==> src/rtl/spi_reg_bank_if.sv <==
// SPI pin bundle between a pad-side master and the register-bank peripheral.
// The peripheral uses the slave modport; the master modport drives clock, data and select.
interface spi_reg_bank_if;
    logic sclk;
    logic copi;
    logic ncs;
    logic cipo;
    logic cipo_oe;

    modport master (output sclk, output copi, output ncs, input cipo, input cipo_oe);
    modport slave  (input sclk, input copi, input ncs, output cipo, output cipo_oe);
endinterface

==> src/rtl/spi_reg_bank.sv <==
// SPI mode-0 register bank: oversampled pins, R/W + address + data frames, read-back on cipo,
// frame-length checking with a saturating error counter.
module spi_reg_bank #(
    parameter int                 ADDR_W    = 7,
    parameter int                 DATA_W    = 8,
    parameter int                 NUM_REGS  = 5,
    parameter logic [DATA_W-1:0]  RESET_VAL = {DATA_W{1'b0}}
) (
    input  logic                         clk,
    input  logic                         rst_n,
    spi_reg_bank_if.slave                spi,
    output logic [NUM_REGS*DATA_W-1:0]   reg_q,
    output logic                         wr_pulse,
    output logic [ADDR_W-1:0]            wr_addr,
    output logic [7:0]                   err_cnt
);

    localparam int CMD_W   = 1 + ADDR_W;
    localparam int FRAME_W = CMD_W + DATA_W;
    localparam int CNT_W   = $clog2(FRAME_W + 1);
    localparam int SHIFT_W = (CMD_W > DATA_W) ? CMD_W : DATA_W;

    typedef enum logic [2:0] {
        ST_IDLE = 3'd0,
        ST_CMD  = 3'd1,
        ST_DATA = 3'd2,
        ST_HOLD = 3'd3,
        ST_ERR  = 3'd4
    } state_t;

    // Returns {hit, data}; data is zero for unimplemented addresses.
    function automatic logic [DATA_W:0] reg_lookup(
        input logic [ADDR_W-1:0]          a,
        input logic [NUM_REGS*DATA_W-1:0] q
    );
        logic [DATA_W:0] r;
        r = {(DATA_W+1){1'b0}};
        for (int i = 0; i < NUM_REGS; i++) begin
            if (a == ADDR_W'(i)) begin
                r = {1'b1, q[i*DATA_W +: DATA_W]};
            end
        end
        return r;
    endfunction

    logic [2:0]                 sclk_sync_r;
    logic [1:0]                 copi_sync_r;
    logic [2:0]                 ncs_sync_r;

    state_t                     state_r, state_n;
    logic [CNT_W-1:0]           bit_cnt_r, bit_cnt_n;
    logic [SHIFT_W-1:0]         rx_r, rx_n;
    logic [DATA_W-1:0]          tx_r, tx_n;
    logic                       is_wr_r, is_wr_n;
    logic [ADDR_W-1:0]          addr_r, addr_n;
    logic                       cipo_r, cipo_n;
    logic                       cipo_oe_r;

    logic [NUM_REGS*DATA_W-1:0] regs_r;
    logic                       wr_pulse_r;
    logic [ADDR_W-1:0]          wr_addr_r;
    logic [7:0]                 err_cnt_r;

    logic                       sclk_rise_s, sclk_fall_s, ncs_rise_s, ncs_fall_s;
    logic [SHIFT_W-1:0]         rx_shift_s;
    logic [CMD_W-1:0]           cmd_s;
    logic [DATA_W:0]            rd_lookup_s;
    logic [DATA_W:0]            commit_lookup_s;
    logic                       commit_s, err_inc_s;

    assign sclk_rise_s     = sclk_sync_r[1] & ~sclk_sync_r[2];
    assign sclk_fall_s     = ~sclk_sync_r[1] & sclk_sync_r[2];
    assign ncs_rise_s      = ncs_sync_r[1] & ~ncs_sync_r[2];
    assign ncs_fall_s      = ~ncs_sync_r[1] & ncs_sync_r[2];
    assign rx_shift_s      = {rx_r[SHIFT_W-2:0], copi_sync_r[1]};
    assign cmd_s           = rx_shift_s[CMD_W-1:0];
    assign rd_lookup_s     = reg_lookup(cmd_s[ADDR_W-1:0], regs_r);
    assign commit_lookup_s = reg_lookup(addr_r, regs_r);

    // Pin synchronisers; the third sclk/ncs stage exists only for edge detection.
    always_ff @(posedge clk or negedge rst_n) begin
        if (!rst_n) begin
            sclk_sync_r <= 3'b000;
            copi_sync_r <= 2'b00;
            ncs_sync_r  <= 3'b000;
        end else begin
            sclk_sync_r <= {sclk_sync_r[1:0], spi.sclk};
            copi_sync_r <= {copi_sync_r[0], spi.copi};
            ncs_sync_r  <= {ncs_sync_r[1:0], spi.ncs};
        end
    end

    // Frame FSM state and shift registers.
    always_ff @(posedge clk or negedge rst_n) begin
        if (!rst_n) begin
            state_r   <= ST_IDLE;
            bit_cnt_r <= {CNT_W{1'b0}};
            rx_r      <= {SHIFT_W{1'b0}};
            tx_r      <= {DATA_W{1'b0}};
            is_wr_r   <= 1'b0;
            addr_r    <= {ADDR_W{1'b0}};
            cipo_r    <= 1'b0;
            cipo_oe_r <= 1'b0;
        end else begin
            state_r   <= state_n;
            bit_cnt_r <= bit_cnt_n;
            rx_r      <= rx_n;
            tx_r      <= tx_n;
            is_wr_r   <= is_wr_n;
            addr_r    <= addr_n;
            cipo_r    <= cipo_n;
            cipo_oe_r <= ~ncs_sync_r[1];
        end
    end

    // Next-state, bit collection, read-data shifting and commit/error decisions.
    always_comb begin
        state_n   = state_r;
        bit_cnt_n = bit_cnt_r;
        rx_n      = rx_r;
        tx_n      = tx_r;
        is_wr_n   = is_wr_r;
        addr_n    = addr_r;
        cipo_n    = 1'b0;
        commit_s  = 1'b0;
        err_inc_s = 1'b0;

        if (ncs_fall_s) begin
            // A new select edge always restarts framing, even mid-frame.
            state_n   = ST_CMD;
            bit_cnt_n = {CNT_W{1'b0}};
            rx_n      = {SHIFT_W{1'b0}};
            tx_n      = {DATA_W{1'b0}};
        end else begin
            case (state_r)
                ST_IDLE: begin
                    state_n = ST_IDLE;
                end
                ST_CMD: begin
                    if (ncs_rise_s) begin
                        state_n   = ST_IDLE;
                        err_inc_s = 1'b1;
                    end else if (sclk_rise_s) begin
                        rx_n = rx_shift_s;
                        if (bit_cnt_r == CNT_W'(CMD_W - 1)) begin
                            state_n   = ST_DATA;
                            bit_cnt_n = {CNT_W{1'b0}};
                            is_wr_n   = cmd_s[CMD_W-1];
                            addr_n    = cmd_s[ADDR_W-1:0];
                            tx_n      = cmd_s[CMD_W-1] ? {DATA_W{1'b0}} : rd_lookup_s[DATA_W-1:0];
                        end else begin
                            bit_cnt_n = bit_cnt_r + CNT_W'(1);
                        end
                    end else begin
                        state_n = ST_CMD;
                    end
                end
                ST_DATA, ST_HOLD: begin
                    if (is_wr_r) begin
                        cipo_n = 1'b0;
                    end else if (sclk_fall_s) begin
                        cipo_n = tx_r[DATA_W-1];
                        tx_n   = {tx_r[DATA_W-2:0], 1'b0};
                    end else begin
                        cipo_n = cipo_r;
                    end

                    if (ncs_rise_s) begin
                        state_n   = ST_IDLE;
                        cipo_n    = 1'b0;
                        commit_s  = (state_r == ST_HOLD) && is_wr_r && commit_lookup_s[DATA_W];
                        err_inc_s = (state_r == ST_DATA);
                    end else if (sclk_rise_s && (state_r == ST_HOLD)) begin
                        state_n = ST_ERR;
                        cipo_n  = 1'b0;
                    end else if (sclk_rise_s) begin
                        rx_n = rx_shift_s;
                        if (bit_cnt_r == CNT_W'(DATA_W - 1)) begin
                            state_n   = ST_HOLD;
                            bit_cnt_n = {CNT_W{1'b0}};
                        end else begin
                            bit_cnt_n = bit_cnt_r + CNT_W'(1);
                        end
                    end else begin
                        state_n = state_r;
                    end
                end
                ST_ERR: begin
                    if (ncs_rise_s) begin
                        state_n   = ST_IDLE;
                        err_inc_s = 1'b1;
                    end else begin
                        state_n = ST_ERR;
                    end
                end
                default: begin
                    state_n = ST_IDLE;
                end
            endcase
        end
    end

    // Register file, commit strobe and saturating error counter.
    always_ff @(posedge clk or negedge rst_n) begin
        if (!rst_n) begin
            regs_r     <= {NUM_REGS{RESET_VAL}};
            wr_pulse_r <= 1'b0;
            wr_addr_r  <= {ADDR_W{1'b0}};
            err_cnt_r  <= 8'd0;
        end else begin
            wr_pulse_r <= commit_s;
            if (commit_s) begin
                wr_addr_r <= addr_r;
                for (int i = 0; i < NUM_REGS; i++) begin
                    if (addr_r == ADDR_W'(i)) begin
                        regs_r[i*DATA_W +: DATA_W] <= rx_r[DATA_W-1:0];
                    end
                end
            end
            if (err_inc_s && (err_cnt_r != 8'hFF)) begin
                err_cnt_r <= err_cnt_r + 8'd1;
            end
        end
    end

    assign reg_q       = regs_r;
    assign wr_pulse    = wr_pulse_r;
    assign wr_addr     = wr_addr_r;
    assign err_cnt     = err_cnt_r;
    assign spi.cipo    = cipo_r;
    assign spi.cipo_oe = cipo_oe_r;

endmodule

==> src/flat_wrapper.sv <==
// flat-port wrapper written by rule: the top's interface ports become plain ports
module spi_reg_bank_flat 
#(
    parameter int                 ADDR_W    = 7,
    parameter int                 DATA_W    = 8,
    parameter int                 NUM_REGS  = 5,
    parameter logic [DATA_W-1:0]  RESET_VAL = {DATA_W{1'b0}}
)
  (clk, rst_n, reg_q, wr_pulse, wr_addr, err_cnt, spi_sclk, spi_copi, spi_ncs, spi_cipo, spi_cipo_oe);
  spi_reg_bank_if spi_i ();
  input  logic clk;
  input  logic rst_n;
  output logic [NUM_REGS*DATA_W-1:0] reg_q;
  output logic wr_pulse;
  output logic [ADDR_W-1:0] wr_addr;
  output logic [7:0] err_cnt;
  input wire logic [$bits(spi_i.sclk)-1:0] spi_sclk;
  input wire logic [$bits(spi_i.copi)-1:0] spi_copi;
  input wire logic [$bits(spi_i.ncs)-1:0] spi_ncs;
  output wire logic [$bits(spi_i.cipo)-1:0] spi_cipo;
  output wire logic [$bits(spi_i.cipo_oe)-1:0] spi_cipo_oe;
  assign spi_i.sclk = spi_sclk;
  assign spi_i.copi = spi_copi;
  assign spi_i.ncs = spi_ncs;
  assign spi_cipo = spi_i.cipo;
  assign spi_cipo_oe = spi_i.cipo_oe;
  spi_reg_bank #(.ADDR_W(ADDR_W), .DATA_W(DATA_W), .NUM_REGS(NUM_REGS), .RESET_VAL(RESET_VAL)) u_core (.clk(clk), .rst_n(rst_n), .spi(spi_i), .reg_q(reg_q), .wr_pulse(wr_pulse), .wr_addr(wr_addr), .err_cnt(err_cnt));
endmodule
==> config.mk <==
export PLATFORM = sky130hd
export DESIGN_NAME = spi_reg_bank_flat
export DESIGN_NICKNAME = d
export VERILOG_FILES = /design/src/rtl/spi_reg_bank_if.sv /design/src/rtl/spi_reg_bank.sv /design/src/flat_wrapper.sv
export SDC_FILE = /design/constraint.sdc
export NUM_CORES = 1
export LEC_CHECK = 0
export ABC_AREA = 1
export CORE_MARGIN = 2
export CORE_UTILIZATION = 57
export CTS_BUF_LIST = sky130_fd_sc_hd__clkbuf_4 sky130_fd_sc_hd__clkbuf_8
export CTS_CLUSTER_SIZE = 24
export DETAILED_ROUTE_END_ITERATION = 10
export PLACE_DENSITY_LB_ADDON = 0.25
export SLEW_MARGIN = 15
export SYNTH_ARGS = -nofsm -noshare
export SYNTH_HDL_FRONTEND = slang
export SYNTH_SLANG_ARGS = --single-unit
export TNS_END_PERCENT = 50
==> constraint.sdc <==
create_clock -name clk -period 2.7 [get_ports clk]
set_clock_uncertainty 0.1 [all_clocks]
set_input_delay 0.54 -clock clk [delete_from_list [all_inputs] [get_ports clk]]
set_output_delay 0.54 -clock clk [all_outputs]
set_load 0.03 [all_outputs]
* Word level (Yosys, flattened, before mapping)
Cells that the tools add are included.
Word-level totals: bits in registers 98, input bits 5, output and inout port bits 58, word-level logic and storage cells 128
Operators by class: add/sub/neg operators 2, equal/unequal tests 25, multiplexer cells 54, bitwise operators 10, reductions and logical operators 18
Operators with widths (count):
- 8-bit two-way mux | 17
- 9-bit two-way mux | 5
- 8-bit one-hot mux with 2 select lines | 2
- 5-bit two-way mux | 6
- 7-bit by 2-bit equality test with 1-bit output (second input constant) | 4
- 3-bit two-way mux | 9
- 7-bit by 1-bit equality test with 1-bit output (second input constant) | 2
- 7-bit by 3-bit equality test with 1-bit output (second input constant) | 2
- 7-bit zero test | 2
- 1-bit two-way mux | 12
- 5-bit by 1-bit inequality test with 1-bit output (second input constant) | 2
- 5-bit one-hot mux with 2 select lines | 1
- 2-bit AND reduction | 5
- 3-bit by 1-bit inequality test with 1-bit output (second input constant) | 3
- 3-bit inequality test (second input constant) | 3
- 3-bit one-hot mux with 3 select lines | 1
- 8-bit by 1-bit adder with 8-bit output (second input constant) | 1
- 8-bit inequality test (second input constant) | 1
- 3-bit by 2-bit equality test with 1-bit output (second input constant) | 2
- 6-bit by 1-bit inequality test with 1-bit output (second input constant) | 1
- 1-bit NOT | 6
- 6-bit AND reduction | 1
- 5-bit by 1-bit adder with 5-bit output (second input constant) | 1
- 5-bit by 3-bit equality test with 1-bit output (second input constant) | 1
- other kinds (12) | 19

* Logic depth before layout (Yosys ltp)
Gate-level depths: netlist of the first run.
depth in word-level cells 12, mapped depth 13, mapped depth without buffers 11

* Worst setup path before layout of the first run
Ideal clock, no wire load.
path kind flip-flop to flip-flop, from register u_core.ncs_sync_r[1], to register u_core.regs_r[24] (netlist: u_core.reg_q[24]), library setup time 0.117 ns, data arrival time 1.672 ns, required time 2.483 ns, setup slack 0.811 ns, stages on the path, launching flop included 13, buffers on the path 2, clock period less this slack 1.889 ns, cell sequence dfrtp_1 -> inv_1 -> ha_1 -> inv_2 -> nand2_1 -> nor3b_2 -> nand2_1 -> inv_2 -> buf_6 -> nand2_4 -> buf_6 -> o21ai_1 -> inv_1
On the way: cells in the longest elaborated chain, start to end 5, elaborated cells on any way between the ends 7, those cells by class mux: 3; bitwise: 3; reduce/logical: 1
RTL lines:
- start: declaration | RTL line spi_reg_bank.sv:48 | logic [2:0] ncs_sync_r;
- start signal: assignment | RTL line spi_reg_bank.sv:89 | ncs_sync_r <= {ncs_sync_r[1:0], spi.ncs};
- 1-bit AND | RTL line spi_reg_bank.sv:73 | assign ncs_rise_s = ncs_sync_r[1] & ~ncs_sync_r[2];
- 1-bit two-way mux | RTL line spi_reg_bank.sv:168 | if (ncs_rise_s) begin
- 1-bit two-way mux | RTL line spi_reg_bank.sv:135 | case (state_r)
- 1-bit two-way mux * | RTL line spi_reg_bank.sv:128 | if (ncs_fall_s) begin
- 2-bit AND reduction (no source line) *
- end signal: assignment | RTL line spi_reg_bank.sv:206 | regs_r <= {NUM_REGS{RESET_VAL}};
- end signal: indexed assignment | RTL line spi_reg_bank.sv:216 | regs_r[i*DATA_W +: DATA_W] <= rx_r[DATA_W-1:0];
- end: declaration | RTL line spi_reg_bank.sv:59 | logic [NUM_REGS*DATA_W-1:0] regs_r;
Every way passes the cells marked *; elsewhere a longest branch is shown, timed or not. A chain may end at the register's enable or synchronous reset.

* Worst setup path in the final report of the first run
from register u_core.ncs_sync_r[1], to register u_core.regs_r[6] (netlist: u_core.reg_q[6])
The elaborated chain is that of the path after synthesis.

==> metrics, run 1 <==
unrepaired setup endpoints after global routing=false; Unique masters post-synth=32; syn nets=588; Max clock buf depth=2; FF-to-FF path depth=10; crit path capture type=flip-flop; Worst Tran Pin Value=617 ps; GRT Util Overall=0.263; Root Buffer=clkbuf_8; Arr. time, crit path=2560 ps; synthesized instance count=579; Setup-failing EPs final=0; synth warn=0; Total Neg Setup Slack=0 ps; nets=650; first-pass GRT wire length=18.1 mm; Synth Register Bits=98; drt pass-1 iters=5; Worst Hold Class=in2async; IO Count=63; CP cell instances=inv_1 -> ha_1 -> inv_2 -> nand2_1 -> nor3b_2 -> nand2_1 -> inv_2 -> nand2_2 -> o21ai_0 -> inv_1; total length of routed wires=10.8 mm; number of synthesized flops with an enable pin=0; commonest cells in the netlist=154 x nand2_1, 107 x inv_1, 98 x dfrtp_1, 56 x o21ai_0, 54 x nand3_1; Pwr Density=759 nW/um2; Slew Limit Fails=0; outcome=completed; worst skew pair latency=370 ps; fmax=0.416 GHz; # H-tree levels=3; Leak=3.08 nW; Max-Slew Margin vs Limit=0.587; total grt overflow=0; Async SR Flop Fraction=1.00; Final Critical Period=2400 ps; crit share post-route=0.889; CP required=2850 ps; die height=94.3 um; predominant post-synthesis flop cell=dfrtp_1; slowest CP cell=dfrtp_1; # port buffers=62; DR iter-0 viols=315; syn_area_per_cell=8.03 um2; routability cong.=0.955; vias=4,022; count leader, synth=nand2_1; reg2reg start=u_core.ncs_sync_r[1]$_DFF_PN0_; number of diodes=0; hold violation total from the final report=0; clock sink count=98; post-cts sizing count=0; Rows=32; Reg-to-Reg End=u_core.reg_q[6]$_DFFE_PN0P_; CTS tree=built; crit-path max FO=17; die width=94.3 um; Hold Buf Count CTS=0; ANT nets after route=0; core area=7810 um2; vias in the first global route=3,844; critical path type=reg2reg; DR DRC count=0; die area=8900 um2; CP Capture Point=u_core.reg_q[6]$_DFFE_PN0P_; HPWL Detailed=7.71 mm; Worst R2R Setup Slack=300 ps; fraction of layout cells with a size suffix above 1=0.0542; Synth area leaders=dfrtp_1 53%, nand2_1 12%, inv_1 8.6%; crit start category=flip-flop; Area growth syn-to-layout=19.7%; maximum vdd ir drop=0.000509 V; initial core utilization=0.596; largest net degree at the start of global routing=57; initial antenna violation count=0; worst-case hold slack=48.2 ps; DR WL/cell=14.5 um; Max Cap Violations=0; Via density=5.38; CTS Buf Count=9; Post-CTS Setup Inserts=0; slowest stage delay, CP=380 ps; sequential area share after synthesis=0.527; CTS clk-pin slew, worst paths=90 ps; leading area contributor after synthesis=dfrtp_1; top-area cell type share of the netlist area=0.527; Layout fillers=611; Crit. Startpoint=u_core.ncs_sync_r[1]$_DFF_PN0_; Syn Std Cell Area=4650 um2
[metrics by stage]
step	utilization	cell area [um2]	setup WS [ps]	power, mW	std cells
finish	0.713	5570	298	4.23	748
detailed placement	0.684	5340	178	3.17	732
global route	0.713	5570	37.2	4.49	748
floorplan	-	4650	811	2.75	579
global placement	0.684	5340	354	3.11	732
CTS	0.713	5560	138	4.22	748
[routing by layer]
layer,vias to the layer above,track usage,part of all wire
li1,1941,-,-
met1,1923,0.351,0.43
met2,127,0.435,0.49
met3,31,0.0335,0.050
met4,0,0.118,0.032
met5,-,0,0
[cells by family after synthesis]
family,count (synthesis),share of synthesized area
simple gates,254,0.239
buf+inv,125,0.108
flops,98,0.527
compound gates,89,0.0982
xor+xnor,8,0.0151
fa+ha+maj,4,0.0108
mux,1,0.00215
[cell usage in the layout, fill, tap and decap left out, drive strengths merged]
master,count
o21ai,76
mux2i,1
bufinv,2
clkinv,1
a21oi,8
clkbuf,10
nor2,25
a31oi,1
nand3b,1
xor2,2
o22ai,1
ha,4
clkinvlp,2
nor3b,1
nor3,8
dfrtp,98
o311ai,1
a21boi,1
clkdlybuf4s50,61
nand4,8
buf,3
xnor2,6
nand2,157
nand3,54
a211oi,1
inv,113
[state kept, by name, summed over array words and instances, names as in the netlist]
signal / flops
u_core.addr_r: 7
u_core.bit_cnt_r: 5
u_core.copi_sync_r: 2
u_core.err_cnt: 8
u_core.is_wr_r: 1
u_core.ncs_sync_r: 3
u_core.reg_q: 40
u_core.rx_r: 8
u_core.sclk_sync_r: 3
u_core.spi.cipo: 1
u_core.spi.cipo_oe: 1
u_core.state_r: 3
u_core.tx_r: 8
u_core.wr_addr: 7
u_core.wr_pulse: 1
[cell type report]
class / instances / area (um2) / share of cell area
inverter: 112 / 420 / 0.0755
clock inverter: 6 / 88.8 / 0.0160
clock buffer: 10 / 131 / 0.0236
tap: 102 / 128 / 0.0229
multi-input combinational: 356 / 1700 / 0.306
sequential: 98 / 2450 / 0.440
timing repair buffer: 64 / 646 / 0.116
[power breakdown]
part / switching [mW] / internal [mW]
Sequential: 0.222 / 1.64
Combinational: 0.938 / 0.380
Clock: 0.519 / 0.534
[critical path: cells and delay by family, from the launching register on]
kind	cells	cell delay (ps)
AND/OR/NAND/NOR	4	750
flip-flops	1	380
buffers and inverters	4	580
adder cells (fa/ha/maj)	1	240
AO/OA/AOI/OAI	1	230
[worst min path at each step]
stage                                         start  cells after the start                         endpoint  slack [ps]
floorplan                                     rst_n                      0     u_core.addr_r[0]$_DFFE_PN0P_         140
global placement    u_core.copi_sync_r[0]$_DFF_PN0_                      0  u_core.copi_sync_r[1]$_DFF_PN0_         230
detailed placement  u_core.copi_sync_r[0]$_DFF_PN0_                      0  u_core.copi_sync_r[1]$_DFF_PN0_         240
CTS                                           rst_n                      1     u_core.reg_q[10]$_DFFE_PN0P_          60
global route                                  rst_n                      1      u_core.reg_q[2]$_DFFE_PN0P_          90
finish                                        rst_n                      1      u_core.reg_q[4]$_DFFE_PN0P_          50
(Power assumes the default switching activity.)
==> run 2, diff against run 1 <==
Settings changed: CORE_MARGIN 2 to 4, CORE_UTILIZATION 57 to 60.
Clock period 2.7 ns to 2.9 ns, I/O delays scaled along.
==> metrics, run 2 (synthesized netlist as in run 1, its figures left out) <==
Leak=3.06 nW (-0.64%); Worst path depth=10 (unchanged); Setup-failing EPs final=0 (unchanged); post-cts sizing count=0 (unchanged); crit start category=flip-flop; DR iter-0 viols=244 (-23%); CTS clk-pin slew, worst paths=100 ps (about the same); first-pass GRT wire length=18.3 mm (+0.88%); Pwr Total=3.78 mW (-11%); hold violation total from the final report=0 (unchanged); total grt overflow=0 (unchanged); slowest stage delay, CP=380 ps (about the same); WP buf/inv=4 (unchanged); CTS tree=built; Layout fillers=554 (-9.3%); nets=650 (unchanged); crit-path max FO=17 (unchanged); DR DRC count=0 (unchanged); critical path type=reg2reg; Critical Path Most Common Cell=nand2_1; commonest non-fill, non-tap cells in the layout=154 x nand2_1, 107 x inv_1, 98 x dfrtp_1, 61 x clkdlybuf4s50_1, 56 x o21ai_0; Area growth syn-to-layout=18.6%; CTS Buf Count=9 (unchanged); slowest CP cell=dfrtp_1; vias=4,023 (+0.025%); fraction of layout cells with a size suffix above 1=0.0511 (-0.00310); worst skew pair latency=370 ps (about the same); Final Critical Period=2540 ps (+143 ps); most common cell after layout, fill and taps aside=nand2_1; maximum vdd ir drop=0.000464 V (-8.8%); DR WL/cell=14.5 um (+0.34%); die width=96.1 um (+1.8%); Arr. time, crit path=2700 ps (+140 ps); clock sink count=98 (unchanged); Post-CTS Setup Inserts=0 (unchanged); Via density=5.40 (+0.43%); # H-tree levels=3 (unchanged); ANT nets after route=0 (unchanged); Worst Hold Class=in2async; core area=7410 um2 (-5.1%); # port buffers=62 (unchanged); Pwr Density=684 nW/um2 (-9.9%); total length of routed wires=10.8 mm (about the same); outcome=completed; Worst Tran Pin Value=632 ps (+14.3 ps); routability cong.=0.967 (+1.3%); vias in the first global route=3,906 (+1.6%); largest net degree at the start of global routing=51 (-11%); Root Buffer=clkbuf_8; unrepaired setup endpoints after global routing=false; CP cell instances=inv_1 -> ha_1 -> inv_2 -> nand2_1 -> nor3b_2 -> nand2_1 -> inv_2 -> nand2_1 -> o21ai_0 -> inv_1; initial antenna violation count=0 (unchanged); sequential standard cell area=2450 um2 (unchanged); Hold Buf Count CTS=0 (unchanged); die height=96.1 um (+1.8%); CP required=3050 ps (+200 ps); initial core utilization=0.628 (+0.0321); fmax=0.393 GHz (-5.6%); crit path capture type=flip-flop; HPWL Detailed=7.81 mm (+1.3%); Slew Limit Fails=0 (unchanged); flip-flop count of the largest register after layout=40 (unchanged); Max Cap Violations=0 (unchanged); Multi-input gate area=1700 um2 (-0.29%); Max-Slew Margin vs Limit=0.579 (-0.00761); crit share post-route=0.877 (-0.0120); Max clock buf depth=2 (unchanged); number of diodes=0 (unchanged); drt pass-1 iters=5 (unchanged); Rows=31 (-3.1%); die area=9230 um2 (+3.7%); Total Neg Setup Slack=0 ps (unchanged); FF-to-FF path depth=10 (unchanged); IO Count=63 (unchanged); GRT Util Overall=0.257 (-0.00570); CP delay by family, top=simple AND/OR/NAND/NOR gates
run 2: changes by cell type in the layout (fill, tap and decap cells not counted), sizes merged:
cell / previous run / this run
clkinv: 1 / 2
bufinv: 2 / 0
inv: 113 / 114
run 2: per-layer routing:
layer  track usage  vias to the layer above  share of wire
met2         0.431                      166           0.50
li1              -                     1935              -
met5             0                        -              0
met1         0.325                     1900           0.41
met3        0.0430                       22          0.061
met4         0.120                        0          0.027
run 2: worst reg2reg max path, delay by kind of cell (launching register included):
kind / cells / cell delay (ps)
simple gates: 4 / 860
buf+inv: 4 / 560
flops: 1 / 380
compound gates: 1 / 280
fa+ha+maj: 1 / 240
run 2: final timing paths:
kind,from,end,slack [ps]
worst min register to register,u_core.copi_sync_r[0]$_DFF_PN0_,u_core.copi_sync_r[1]$_DFF_PN0_,260
worst max register to register,u_core.ncs_sync_r[1]$_DFF_PN0_,u_core.reg_q[13]$_DFFE_PN0P_,360
worst max-delay path,u_core.ncs_sync_r[1]$_DFF_PN0_,u_core.reg_q[13]$_DFFE_PN0P_,360
min in group clk,u_core.copi_sync_r[0]$_DFF_PN0_,u_core.copi_sync_r[1]$_DFF_PN0_,260
worst min-delay path,rst_n,u_core.reg_q[3]$_DFFE_PN0P_,120
max in group asynchronous,rst_n,u_core.addr_r[4]$_DFFE_PN0P_,1920
run 2: per-stage QoR:
step                      hold slack, ps  std cells  setup WS, ps  cell area (um2)  utilization
after floorplan                      184        579          1010             4650            -
after global placement               233        729           547             5340        0.721
after detailed placement             235        729           392             5340        0.721
after CTS                            148        745           355             5520        0.745
after global routing                 167        745          58.9             5520        0.745
final                                119        745           355             5520        0.745
run 2: power by group:
part | internal, mW | leakage [nW] | switching, mW
sequential | 1.52 | 1.33 | 0.207
clock | 0.331 | 0.0882 | 0.499
combinational | 0.352 | 1.64 | 0.866
total | 2.21 | 3.06 | 1.57
run 2: cell type report:
cell class                      instances  share of cell area
Clock inverter                          6             0.00884
Sequential cell                        98               0.444
Timing Repair Buffer                   64               0.117
Tap cell                               99              0.0224
Multi-Input combinational cell        356               0.307
Inverter                              112              0.0762
Clock buffer                           10              0.0238
